File: src/rtl/inputs_gather_if.sv
// rtl/inputs_gather_if.sv - per-lane input handshakes and gathered output beat of inputs_gather
interface inputs_gather_if #(
  parameter int width_p  = 16,
  parameter int num_in_p = 4
);
  logic [num_in_p-1:0]               v_i;
  logic [num_in_p-1:0][width_p-1:0]  data_i;
  logic [num_in_p-1:0]               ready_o;
  logic                              v_o;
  logic [num_in_p-1:0][width_p-1:0]  data_o;
  logic                              yumi_i;
  logic [31:0]                       count_o;

  modport master (
    output v_i, data_i, yumi_i,
    input  ready_o, v_o, data_o, count_o
  );

  modport slave (
    input  v_i, data_i, yumi_i,
    output ready_o, v_o, data_o, count_o
  );
endinterface

File: src/rtl/inputs_gather.sv
// rtl/inputs_gather.sv - gathers independent lanes, each with a 2-entry buffer, into one wide beat
module inputs_gather #(
  parameter int width_p  = 16,
  parameter int num_in_p = 4
) (
  input  logic            clk_i,
  input  logic            reset_n_i,
  inputs_gather_if.slave  bus
);

  logic [width_p-1:0]   mem   [num_in_p][2];
  logic [1:0]           occ_r [num_in_p];
  logic [num_in_p-1:0]  head_r;
  logic [num_in_p-1:0]  tail_r;
  logic                 rdy_en_r;
  logic [31:0]          count_r;

  logic [num_in_p-1:0]  nonempty;
  logic [num_in_p-1:0]  rdy;
  logic [num_in_p-1:0]  enq;
  logic                 deq;

  // rdy_en_r keeps ready_o low throughout reset and sets on the first edge after release
  always_comb begin
    nonempty = '0;
    rdy      = '0;
    for (int k = 0; k < num_in_p; k++) begin
      nonempty[k] = (occ_r[k] != 2'd0);
    end
    deq = bus.yumi_i & (&nonempty);
    for (int k = 0; k < num_in_p; k++) begin
      rdy[k] = rdy_en_r & ((occ_r[k] != 2'd2) | deq);
    end
    enq = bus.v_i & rdy;
  end

  assign bus.v_o     = &nonempty;
  assign bus.ready_o = rdy;
  assign bus.count_o = count_r;

  generate
    for (genvar g = 0; g < num_in_p; g++) begin : g_lane_out
      assign bus.data_o[g] = mem[g][head_r[g]];
    end
  endgenerate

  always_ff @(posedge clk_i or negedge reset_n_i) begin
    if (!reset_n_i) begin
      rdy_en_r <= 1'b0;
      count_r  <= 32'd0;
      head_r   <= '0;
      tail_r   <= '0;
      for (int k = 0; k < num_in_p; k++) begin
        occ_r[k]  <= 2'd0;
        mem[k][0] <= '0;
        mem[k][1] <= '0;
      end
    end else begin
      rdy_en_r <= 1'b1;
      if (deq) begin
        count_r <= count_r + 32'd1;
      end
      for (int k = 0; k < num_in_p; k++) begin
        if (enq[k]) begin
          mem[k][tail_r[k]] <= bus.data_i[k];
          tail_r[k]         <= ~tail_r[k];
        end
        // with occ=1 the tail slot is the other slot, so enq+deq lands head on the new word
        if (deq) begin
          head_r[k] <= ~head_r[k];
        end
        occ_r[k] <= occ_r[k] + {1'b0, enq[k]} - {1'b0, deq};
      end
    end
  end

endmodule

File: src/flat_wrapper.sv
// flat-port wrapper written by rule: the top's interface ports become plain ports
module inputs_gather_flat 
#(
  parameter int width_p  = 16,
  parameter int num_in_p = 4
)
  (clk_i, reset_n_i, bus_v_i, bus_data_i, bus_yumi_i, bus_ready_o, bus_v_o, bus_data_o, bus_count_o);
  inputs_gather_if #(.width_p(width_p), .num_in_p(num_in_p)) bus_i ();
  input  logic clk_i;
  input  logic reset_n_i;
  input wire logic [$bits(bus_i.v_i)-1:0] bus_v_i;
  input wire logic [$bits(bus_i.data_i)-1:0] bus_data_i;
  input wire logic [$bits(bus_i.yumi_i)-1:0] bus_yumi_i;
  output wire logic [$bits(bus_i.ready_o)-1:0] bus_ready_o;
  output wire logic [$bits(bus_i.v_o)-1:0] bus_v_o;
  output wire logic [$bits(bus_i.data_o)-1:0] bus_data_o;
  output wire logic [$bits(bus_i.count_o)-1:0] bus_count_o;
  assign bus_i.v_i = bus_v_i;
  assign bus_i.data_i = bus_data_i;
  assign bus_i.yumi_i = bus_yumi_i;
  assign bus_ready_o = bus_i.ready_o;
  assign bus_v_o = bus_i.v_o;
  assign bus_data_o = bus_i.data_o;
  assign bus_count_o = bus_i.count_o;
  inputs_gather #(.width_p(width_p), .num_in_p(num_in_p)) u_core (.clk_i(clk_i), .reset_n_i(reset_n_i), .bus(bus_i));
endmodule
File: config.mk
export PLATFORM = sky130hd
export DESIGN_NAME = inputs_gather_flat
export DESIGN_NICKNAME = d
export VERILOG_FILES = /design/src/rtl/inputs_gather_if.sv /design/src/rtl/inputs_gather.sv /design/src/flat_wrapper.sv
export SDC_FILE = /design/constraint.sdc
export NUM_CORES = 1
export LEC_CHECK = 0
export ABC_AREA = 1
export CELL_PAD_IN_SITES_DETAIL_PLACEMENT = 1
export CELL_PAD_IN_SITES_GLOBAL_PLACEMENT = 1
export CORE_ASPECT_RATIO = 1.4
export CORE_MARGIN = 2
export CORE_UTILIZATION = 40
export DETAILED_ROUTE_END_ITERATION = 10
export PLACE_DENSITY_LB_ADDON = 0.05
export SYNTH_ARGS = -nofsm -noshare
export SYNTH_HDL_FRONTEND = slang
export SYNTH_SLANG_ARGS = --single-unit
File: constraint.sdc
create_clock -name clk_i -period 3.8 [get_ports clk_i]
set_input_delay 0.38 -clock clk_i [delete_from_list [all_inputs] [get_ports clk_i]]
set_output_delay 0.38 -clock clk_i [all_outputs]
set_load 0.01 [all_outputs]
== Word level (Yosys, flattened, before mapping) ==
Cells that the tools add are included.
Operators by class
  add/subtract/negate cells: 9
  magnitude comparators: 12
  equality and inequality tests: 4
  mux-type cells: 24
  bitwise logic cells: 26
  reduce and logical (&&, ||, !) cells: 9
Operator list (count)
  $mux 16: 16
  $bwmux 32: 4
  $demux 16 s1: 4
  $add 32x1->32 const B: 1
  $ge 2x2->1 const B: 8
  $not 1->2: 8
  $add 2x1->2: 4
  $lt 2x1->1 const B: 4
  $ne 2x2->1 const B: 4
  $not 1->1: 8
  $reduce_bool 2->1: 4
  $sub 2x1->2: 4
  $and 1x1->1: 5
  $and 4x4->4: 1
  $logic_and 1x1->1: 4
  $or 1x1->1: 4
  $reduce_and 4->1: 1
Word-level totals
  register bits: 177
  logic and storage cells: 103

== Longest topological paths before layout ==
  depth after elaboration: 8
  depth in mapped cells: 11

== Least setup slack after synthesis ==
OpenSTA, ideal clock, no wires.
  kind: register to register
  from: register u_core.occ_r[4] in the netlist's numbering
  to: register u_core.occ_r[7] in the netlist's numbering
  library setup time: 0.129 ns
  arrival time: 1.818 ns
  path slack: 1.854 ns
  cell stages (with the launch flop): 12
  cells stage by stage: dfrtp_1 nor2_1 nor2_1 nand3_2 buf_6 inv_1 buf_2 ha_1 inv_1 ha_1 xnor2_1 xor2_1
Between the ends
  longest elaborated chain between the ends: 8
Ends and longest elaborated chain
  start: declaration: RTL line inputs_gather.sv:12  | logic [1:0] occ_r [num_in_p];
  start signal: indexed assignment: RTL line inputs_gather.sv:72  | occ_r[k] <= occ_r[k] + {1'b0, enq[k]} - {1'b0, deq};
  $reduce_bool 2->1 *: RTL line inputs_gather.sv:28  | nonempty[k] = (occ_r[k] != 2'd0);
  $reduce_and 4->1 *: RTL line inputs_gather.sv:30  | deq = bus.yumi_i & (&nonempty);
  $and 1x1->1 *: RTL line inputs_gather.sv:30
  $or 1x1->1: RTL line inputs_gather.sv:32  | rdy[k] = rdy_en_r & ((occ_r[k] != 2'd2) | deq);
  $and 1x1->1: RTL line inputs_gather.sv:32
  $and 4x4->4: RTL line inputs_gather.sv:34  | enq = bus.v_i & rdy;
  $add 2x1->2: RTL line inputs_gather.sv:72
  $sub 2x1->2 *: RTL line inputs_gather.sv:72
Every way passes the cells marked *; elsewhere a longest branch is shown, timed or not.
A chain may end at the register's enable or synchronous reset.

== Worst setup path after layout ==
  from: register u_core.occ_r[1] in the netlist's numbering
  to: output bus_ready_o[2]
Between the ends
  longest elaborated chain between the ends: 5
Ends and longest elaborated chain
  $reduce_bool 2->1: RTL line inputs_gather.sv:28
  $reduce_and 4->1: RTL line inputs_gather.sv:30
  $and 1x1->1: RTL line inputs_gather.sv:30
  $or 1x1->1: RTL line inputs_gather.sv:32
  $and 1x1->1: RTL line inputs_gather.sv:32
  end: declaration: RTL line flat_wrapper.sv:14  | output wire logic [$bits(bus_i.ready_o)-1:0] bus_ready_o;
Every way passes these cells.

==> results by stage <==
Outcome:
- The flow ran to the end, and the final reports show no timing, DRC or antenna violations.

Synthesis:
- For this run, the register share of the synthesized area comes to 0.500.
- Synthesis produced a netlist whose cell count is around 1,100.
- For this run, the number of Yosys warnings is 0.
- The number of nets in the synthesized netlist is around 1,200.
- After synthesis the netlist holds a flip-flop and latch count of ~180.
- Counting distinct cell types in the post-synthesis netlist gives 20.
- The mapped netlist covers between 8000 and 9000 µm².
- Averaged over all synthesized cells, the footprint is between 7 and 8 µm².

STA:
- Setup repair after global routing left no endpoint under its margin.
- The maximum clock frequency is about 350 MHz.
- The final cycle utilization of the critical path is 0.747.
- The worst-case setup margin in the final layout is ~960 ps.
- The final-layout setup total negative slack is 0 ps.
- The max-slew violation count is 0.
- The count of endpoints failing hold in the final timing report is 0.
- Setup violations remaining at the end of the flow were counted as 0.
- For the final database, setup skew stands at 9.12 ps.
- The shortest clock period the worst path allows after layout is between 2000 and 3000 ps.
- For the pin with the worst max-slew slack, the measured transition is 858 ps.
- The worst pin sits at a relative slew slack of 0.428.

Critical path:
- The class of the most critical setup path is register to output pin.
- The startpoint of the most critical register-to-register path is u_core.occ_r[4].
- The most critical setup path has its startpoint at u_core.occ_r[1].
- The nature of the critical path endpoint is an output pin.
- The highest net fanout along the worst path is 31.
- The worst setup path is launched from a register.
- STA puts the critical path data required time at between 3000 and 4000 ps.
- At the worst endpoint, the arrival time is between 2000 and 2500 ps.

Die:
- The floorplan has between 60 and 70 rows.
- The horizontal die dimension is 130 µm.
- The total die area is 23,400 µm².
- The number of placed I/O pins is about 170.
- From bottom edge to top edge, the die measures about 180 µm.
- The initial core utilization is 0.407.
- The total area inside the core boundary comes to 21,800 µm².

Drt:
- The number of vias in the routed layout is ~8,000.
- The detail-routed net length per standard cell is 16.3 µm.
- The residual antenna-violating net count after detailed routing is 0.
- After detailed routing, the number of vias per cell comes to 5.14.
- The detailed-routing iteration count for the pre-antenna-repair pass is 4.
- The detailed router finished its first iteration with ~450 violations.
- The residual DRC count is 0.
- The routed wire length is ~26 mm.

Power and ir drop:
- Summing internal, switching and leakage power gives between 8 and 9 mW.
- In this run the static leakage power is between 5 and 6 nW.
- The worst-case vdd ir drop is around 0.00036 V.
- The power density relative to cell area is 763 nW/µm².

Global route:
- The initial antenna violation count was 0.
- The first global-routing pass estimated ~43 mm of wire.
- The global routing usage summed across all routing layers is 0.231.
- After global routing the overflow that remains totals 0.
- For met1 alone, demand over resource in global routing was 0.274.
- The via count of the first global-routing pass is 8,595.
- The layer carrying the most global-route usage is met2.
- The routing usage on met3 is 0.0407.
- The pin count of the biggest net entering global routing is 88.
- In the global route stage, met2 resource usage came out at 0.411.

Clock network:
- TritonCTS created 17 clock buffers.
- The TritonCTS clock tree is built.
- The clock-pin slew on the worst setup and hold paths is approximately 70 ps.
- The maximum count of clock buffers along a single path is 2.
- The cell at the root of the clock tree is sky130_fd_sc_hd__clkbuf_16.
- Counting every sink on the clock net gives between 150 and 200.
- The quantity of gates resized following cts is 0.
- Clock latency on the worst-skew pair, taken at its later pin, is roughly 430 ps.
- In this run the number of H-tree levels came out at 4.
- In this run the post-CTS setup repair buffer count came out at 0.
- The hold buffer count at CTS is 0.

Cells and area:
- The number of filler instances in the final layout is ~2,700.
- At the end of the flow the core is filled with cells to 0.519.
- After the last flow step, the layout net total stands at 1,368.
- The top cell types in the final layout, fill and taps aside, are 587 x sky130_fd_sc_hd__nand2_1, 177 x sky130_fd_sc_hd__dfrtp_1, 170 x sky130_fd_sc_hd__clkdlybuf4s50_1, 133 x sky130_fd_sc_hd__nand4_1, 66 x sky130_fd_sc_hd__nor2_1.
- The growth of design area from synthesis to finish is 27.7%.
- In the final layout, the share of cells above drive strength 1 is 0.0462.
- The number of antenna diodes is 0.
- The finished layout holds approximately 1,600 standard cells, fillers aside.
- Leaving out fill and tap cells, the most frequent cell in the layout is sky130_fd_sc_hd__nand2_1.

Placement:
- During placement, the flow inserted port buffers numbering between 150 and 200.
- At the end of routability-driven placement, the weighted congestion stood at approximately 0.8.
- Once placement completed, the tool counted placed cells totaling 1,566.
- The half-perimeter wire length of the detailed placement result is 17.8 mm.
- The worst slack after detailed placement is around 1100 ps.

Worst hold path:
- In this run the worst hold path is classified as primary input to async pin.

Job:
- The number of max-capacitance violations reported is 0.
-- where the power goes --
part,total [mW],internal (mW),switching (mW)
Combinational,3.80,1.68,2.13
Clock,1.66,0.922,0.742
Sequential,3.16,2.63,0.536
Total,8.63,5.23,3.41
-- state kept, by name, summed over array words and instances (netlist names) --
register and flops:
u_core.mem 128, u_core.bus.count_o 32, u_core.occ_r 8, u_core.head_r 4
u_core.tail_r 4, u_core.rdy_en_r 1
-- synth_stat cells --
library cell,instances,area share
sky130_fd_sc_hd__a21oi_4,4,0.0073
sky130_fd_sc_hd__buf_2,12,0.0068
sky130_fd_sc_hd__buf_6,13,0.017
sky130_fd_sc_hd__clkbuf_1,40,0.017
sky130_fd_sc_hd__clkinv_1,8,0.0034
sky130_fd_sc_hd__conb_1,1,0.00042
sky130_fd_sc_hd__dfrtp_1,177,0.50
sky130_fd_sc_hd__ha_1,9,0.013
sky130_fd_sc_hd__inv_1,36,0.015
sky130_fd_sc_hd__nand2_1,587,0.25
sky130_fd_sc_hd__nand3_1,5,0.0028
sky130_fd_sc_hd__nand3_2,1,0.0011
sky130_fd_sc_hd__nand3b_1,10,0.0085
sky130_fd_sc_hd__nand4_1,133,0.094
sky130_fd_sc_hd__nand4_2,4,0.0056
sky130_fd_sc_hd__nor2_1,66,0.028
sky130_fd_sc_hd__nor3_1,3,0.0017
sky130_fd_sc_hd__o21ai_0,5,0.0028
sky130_fd_sc_hd__xnor2_1,11,0.011
sky130_fd_sc_hd__xor2_1,17,0.017
-- cell type report --
class	instances	area, µm²	area share
timing repair buffer	192	1880	0.166
tap	297	372	0.0328
inverter	44	165	0.0146
clock buffer	24	502	0.0443
clock inverter	7	52.6	0.00464
multi-input combinational	856	3910	0.346
sequential	177	4430	0.392
-- metal layers --
layer | vias to the layer above | share of wire
li1 | 3964 | -
met1 | 4049 | 0.41
met2 | 165 | 0.53
met3 | 38 | 0.035
met4 | 0 | 0.027
met5 | - | 0
-- cells by family after synthesis --
group           Yosys count  synth area share
flops                   177             0.500
compound gates            9            0.0102
simple gates            809             0.390
xor+xnor                 28            0.0277
other cells               1          0.000423
buf+inv                 109            0.0589
fa+ha+maj                 9            0.0127
-- critical path, stage by stage (launching register included) --
cell                              delay, ps
sky130_fd_sc_hd__dfrtp_1                380
sky130_fd_sc_hd__nor2_1                  60
sky130_fd_sc_hd__nor2_1                 190
sky130_fd_sc_hd__nand3_2                140
sky130_fd_sc_hd__buf_4                  290
sky130_fd_sc_hd__a21oi_4                170
sky130_fd_sc_hd__buf_4                  220
sky130_fd_sc_hd__clkdlybuf4s50_1        560
-- through the flow --
stage	area (µm²)	hold WS, ps
after floorplan	8860	84.4
after global placement	10800	463
after detailed placement	10800	466
after CTS	11300	52.4
after global routing	11300	93.3
final	11300	6.51
-- worst paths after layout --
| kind | endpoint | cells after the start | slack (ps) |
|---|---|---|---|
| worst max-delay path | bus_ready_o[2] | 7 | 960 |
| worst min-delay path | u_core.mem[88] | 1 | 7 |
| worst max register to register | u_core.occ_r[5] | 11 | 1380 |
| worst min register to register | u_core.mem[114] | 2 | 480 |
| max in group asynchronous | u_core.mem[18] | 2 | 2780 |
| min in group clk_i | u_core.mem[114] | 2 | 480 |
Power figures use the tool's default switching activity.
